### config.mk
export PLATFORM = sky130hd
export DESIGN_NAME = cskipa_sum_accumulator
export DESIGN_NICKNAME = d
export VERILOG_FILES = /design/src/rtl/cskipa_sum_accumulator.sv
export SDC_FILE = /design/constraint.sdc
export NUM_CORES = 1
export LEC_CHECK = 0
export CAP_MARGIN = 5
export CELL_PAD_IN_SITES_DETAIL_PLACEMENT = 2
export CELL_PAD_IN_SITES_GLOBAL_PLACEMENT = 2
export CORE_MARGIN = 2
export CORE_UTILIZATION = 30
export CTS_BUF_LIST = sky130_fd_sc_hd__clkbuf_2 sky130_fd_sc_hd__clkbuf_4 sky130_fd_sc_hd__clkbuf_8
export DETAILED_ROUTE_END_ITERATION = 8
export GPL_ROUTABILITY_DRIVEN = 0
export PLACE_DENSITY = 0.92
export REMOVE_ABC_BUFFERS = 1
export SYNTH_ARGS = -nofsm -noshare
export SYNTH_HDL_FRONTEND = slang
export SYNTH_SLANG_ARGS = --single-unit
### constraint.sdc
create_clock -name i_clk -period 4.5 [get_ports i_clk]
set_clock_uncertainty 0.2 [all_clocks]
set_input_delay 0.45 -clock i_clk [delete_from_list [all_inputs] [get_ports i_clk]]
set_output_delay 0.45 -clock i_clk [all_outputs]
set_load 0.01 [all_outputs]
### src/rtl/cskipa_sum_accumulator.sv
// Accumulates {cout, sum} results from the carry-skip adder into blocks of COUNT samples.
// Optional macro CSKIPA_ACC_SATURATE_EN: clamp the accumulator at all-ones on overflow instead of wrapping.
module cskipa_sum_accumulator #(
  parameter int WIDTH     = 12,
  parameter int ACC_WIDTH = 16,
  parameter int COUNT     = 8,
  parameter int CNT_W     = 4
) (
  input  logic                 i_clk,
  input  logic                 i_rst_n,
  input  logic                 i_valid,
  output logic                 o_ready,
  input  logic [WIDTH-1:0]     i_sum,
  input  logic                 i_cout,
  input  logic                 i_flush,
  output logic                 o_valid,
  input  logic                 i_ready,
  output logic [ACC_WIDTH-1:0] o_acc,
  output logic [CNT_W-1:0]     o_count,
  output logic                 o_overflow
);

  localparam logic [0:0] ST_ACCUM = 1'b0;
  localparam logic [0:0] ST_HOLD  = 1'b1;
  localparam logic [CNT_W-1:0] LAST_CNT = CNT_W'(COUNT - 1);

  logic [0:0]           state_q, state_d;
  logic [ACC_WIDTH-1:0] acc_q, acc_d;
  logic [CNT_W-1:0]     count_q, count_d;
  logic                 ovf_q, ovf_d;
  logic                 valid_q, valid_d;

  logic [ACC_WIDTH:0]   sample_ext;
  logic [ACC_WIDTH:0]   sum_ext;
  logic [ACC_WIDTH-1:0] add_acc;
  logic                 add_carry;
  logic                 accept;
  logic                 close_block;

  assign o_ready    = i_rst_n & (state_q == ST_ACCUM);
  assign accept     = i_valid & o_ready;
  assign o_valid    = valid_q;
  assign o_acc      = acc_q;
  assign o_count    = count_q;
  assign o_overflow = ovf_q;

  // One extra bit on the adder exposes the carry out of the accumulator's MSB.
  assign sample_ext = {{(ACC_WIDTH - WIDTH){1'b0}}, i_cout, i_sum};
  assign sum_ext    = {1'b0, acc_q} + sample_ext;
  assign add_carry  = sum_ext[ACC_WIDTH];

`ifdef CSKIPA_ACC_SATURATE_EN
  // Once at all-ones, any non-zero add carries again, so the clamp holds for the block.
  assign add_acc = add_carry ? {ACC_WIDTH{1'b1}} : sum_ext[ACC_WIDTH-1:0];
`else
  assign add_acc = sum_ext[ACC_WIDTH-1:0];
`endif

  // A flush with nothing accepted and nothing this cycle is a no-op.
  assign close_block = (accept && (count_q == LAST_CNT)) ||
                       (i_flush && (accept || (count_q != '0)));

  always_comb begin
    state_d = state_q;
    acc_d   = acc_q;
    count_d = count_q;
    ovf_d   = ovf_q;
    case (state_q)
      ST_ACCUM: begin
        if (accept) begin
          acc_d   = add_acc;
          ovf_d   = ovf_q | add_carry;
          count_d = count_q + CNT_W'(1);
        end
        if (close_block) begin
          state_d = ST_HOLD;
        end
      end
      ST_HOLD: begin
        if (i_ready) begin
          state_d = ST_ACCUM;
          acc_d   = '0;
          count_d = '0;
          ovf_d   = 1'b0;
        end
      end
      default: state_d = ST_ACCUM;
    endcase
    valid_d = (state_d == ST_HOLD);
  end

  always_ff @(posedge i_clk) begin
    if (!i_rst_n) begin
      state_q <= ST_ACCUM;
      acc_q   <= '0;
      count_q <= '0;
      ovf_q   <= 1'b0;
      valid_q <= 1'b0;
    end else begin
      state_q <= state_d;
      acc_q   <= acc_d;
      count_q <= count_d;
      ovf_q   <= ovf_d;
      valid_q <= valid_d;
    end
  end

endmodule

==> impl_metrics.py <==
metrics = {
    "power_and_ir_drop": {
        "p_seq_frac": 0.348,
        "p_leak_nw": 0.7659,
        "combPwrFrac": 0.447,
        "power_density_nw_per_um2": 355.6,
        "clock_power_share": 0.206,
        "vdd_ir_drop_max_uv": 116.3,
        "p_int_mw": 0.4506,
        "p_switching_mw": 0.2631,
        "swShare": 0.3686,
    },
    "global_route": {
        "grtUsageTotal": 0.1744,
        "gr-total-overflow": 0,
        "grt_max_degree": 16,
        "antenna_found_initial": 0,
        "grt_pass1_vias": 1581,
        "grt_pass1_wl_um": 7514,
    },
    "yosys": {
        "syn_inst": 184,
        "yosys_warnings": 0,
        "synth-edff-count": 0,
        "ys_seq_elements": 22,
        "seq_area_frac_synth": 0.2988,
        "synth-async-reset-ratio": 0,
        "synth_cell_types": 43,
        "synth_ff_type": "dfxtp_1",
        "syn_area_um2": 1474,
        "syn_area_per_cell_um2": 8.010,
    },
    "critical_path": {
        "worstSetupPathType": "in -> reg",
        "crit_chain": "clkdlybuf4s50_1 > ha_1 > inv_1 > fa_1 > nand2b_1 > a21oi_1 > o21ai_1 > a31oi_2 > xnor2_1 > nor2_1",
        "rr_worst_depth": 9,
        "cp_num_cells": 10,
        "reg2reg_from": "o_acc[0]",
        "arrival_ns": 2.59,
        "reg2reg_slack_ns": 2.11,
        "crit_end": "o_acc[14]",
        "worst-path-max-fanout": 3,
        "max_stage_delay_ns": 0.46,
        "cp-start-kind": "primary input",
        "cp_num_buf_inv": 2,
        "cp_slowest_cell": "clkdlybuf4s50_1",
        "cp_data_required_time_ns": 4.45,
        "rr_endpoint": "o_acc[14]",
        "crit_start": "i_sum[0]",
        "cp_top_family": "compound AO/OA/AOI/OAI gates",
        "worst_setup_path_end_kind": "flop",
    },
    "die": {
        "ios": 41,
        "core_area_um2": 4723,
        "rows": 25,
        "die_height_um": 74.10,
        "start_util": 0.3121,
        "die_x_um": 74.10,
        "dieArea_um2": 5490,
    },
    "cells_and_area": {
        "drive_above_1_share": 0.05752,
        "final_cell_mix": "40 x clkdlybuf4s50_1, 25 x nand2_1, 22 x dfxtp_1",
        "area_growth_pct": 36.16,
        "mostFrequentLayoutCell": "clkdlybuf4s50_1",
        "diodes": 0,
        "finalNetCount": 261,
        "num-fill-cells": 555,
        "stdcell_area_um2": 2007,
        "final_cells": 293,
    },
    "sta": {
        "slew_headroom": 0.5829,
        "clock.fmax_ghz": 0.3787,
        "setup_viol": 0,
        "hold_viol_final": 0,
        "tightest_slew_ns": 0.6238,
        "drv_slew": 0,
        "final.setup.worst_slack_ns": 1.859,
        "finalCriticalPeriod_ns": 2.641,
        "rsz0062_at_grt": "false",
        "tns_ns": 0,
        "period_share": 0.5869,
    },
    "cts": {
        "cts_tree": "built",
        "cts.clk_slew.worst_paths_ns": 0.08,
        "clk-insertion-delay-late_ns": 0.26,
        "cts_hold_buf": 0,
        "cts-buffers-inserted": 3,
        "h-tree-depth": 1,
        "post_cts_resized": 0,
        "cts_buffer_depth": 2,
        "post-cts-setup-buffer-count": 0,
        "cts.sinks": 22,
        "cts_root_buf": "clkbuf_8",
    },
    "detailed_routing": {
        "post_drt_wl_per_cell_um": 15.19,
        "drcViolationCount": 0,
        "drtIter0Drc": 64,
        "viasPerCell": 5.102,
        "first_pass_iters": 4,
        "routed-via-count": 1495,
        "routed_wl_um": 4452,
        "antenna_left": 0,
    },
    "outcome": {
        "run_status": "complete, no violations",
    },
    "placement": {
        "pre_cts_ws_ns": 1.612,
        "dp.cells": 289,
        "postPlaceCellArea_um2": 1952,
        "dp_hpwl_um": 3445,
        "portBuffers": 40,
    },
    "worst_hold_path": {
        "hold_class": "reg -> reg",
    },
    "job": {
        "max-cap-violations": 0,
    },
}
[cell type report]
class / instances / area [um^2] / area share
repair buffers: 41 / 407.9 / 0.2032
multi-input cells: 150 / 985.9 / 0.4913
well taps: 67 / 83.83 / 0.04177
inverters: 9 / 33.78 / 0.01683
clock buffers: 4 / 55.05 / 0.02743
flip-flops and latches: 22 / 440.4 / 0.2195
[tightest hold or removal path: stages (launching register included)]
cell and delay, ns:
dfxtp_1 0.33, nand2_1 0.05, o21ai_1 0.05
[worst min-delay path by stage]
| stage | startpoint | endpoint | depth (start not counted) | slack, ns |
|---|---|---|---|---|
| CTS | o_acc[12] | o_acc[12] | 2 | 0.28 |
| global route | o_acc[12] | o_acc[12] | 2 | 0.31 |
| global placement | o_acc[12] | o_acc[12] | 2 | 0.26 |
| finish | o_acc[12] | o_acc[12] | 2 | 0.28 |
| floorplan | o_acc[12] | o_acc[12] | 2 | 0.28 |
| detailed placement | o_acc[12] | o_acc[12] | 2 | 0.27 |
[sequential cells by signal (all words and copies together), names as in the netlist]
| name | count |
|---|---|
| o_overflow | 1 |
| o_valid | 1 |
| o_acc | 16 |
| o_count | 4 |
[stage by stage]
step	hold WS (ns)	power, mW	utilization
2_1_floorplan	0.2849	0.4419	-
3_3_place_gp	0.2607	0.5588	0.4132
3_5_place_dp	0.2702	0.5712	0.4132
4_1_cts	0.2823	0.7237	0.4249
5_1_grt	0.3144	0.7704	0.4249
6_report	0.2753	0.7136	0.4249
[power groups by stage]
| stage | logic, mW | registers [mW] | clock network, mW |
|---|---|---|---|
| 5_1_grt | 0.357 | 0.253 | 0.160 |
| 6_report | 0.319 | 0.248 | 0.147 |
| 2_1_floorplan | 0.182 | 0.260 | 0 |
| 3_3_place_gp | 0.307 | 0.252 | 0 |
| 3_5_place_dp | 0.318 | 0.253 | 0 |
| 4_1_cts | 0.323 | 0.249 | 0.152 |
[cells by family (layout without fill, tap and decap cells)]
logic type	after synthesis	count (layout)	synth area share
AOI/OAI and AO/OA	58	58	0.2530
xor gates and xnor gates	9	9	0.05348
adders and majority gates	16	16	0.1409
buffers and inverters	12	54	0.03225
DFF	22	22	0.2988
muxes	1	1	0.006791
and+or+nand+nor	66	66	0.2148
[per-layer routing]
| metal | track usage | up-vias | part of all wire |
|---|---|---|---|
| met5 | 0 | - | 0 |
| met4 | 0.02424 | 0 | 0.0067 |
| met3 | 0.02304 | 5 | 0.038 |
| met2 | 0.3046 | 30 | 0.48 |
| met1 | 0.2350 | 717 | 0.48 |
| li1 | - | 743 | - |
[Yosys cell counts (all sizes together), types with 2 or more instances]
cell type,instances,area share
a22o,2,0.012
xnor2,3,0.018
nor2b,2,0.0085
nand4,2,0.0085
nor3,5,0.017
o21a,2,0.010
o211ai,2,0.010
o31ai,2,0.014
dfxtp,22,0.30
a31oi,3,0.017
and2,2,0.0085
a21oi,20,0.073
buf,2,0.0068
inv,9,0.023
ha,15,0.13
nand2,25,0.064
nand3,4,0.014
nor2,14,0.037
o21ai,19,0.072
nand2b,5,0.021
a21o,2,0.010
nand3b,2,0.010
xor2,6,0.036
No activity file was read; power rests on OpenSTA's default activity.
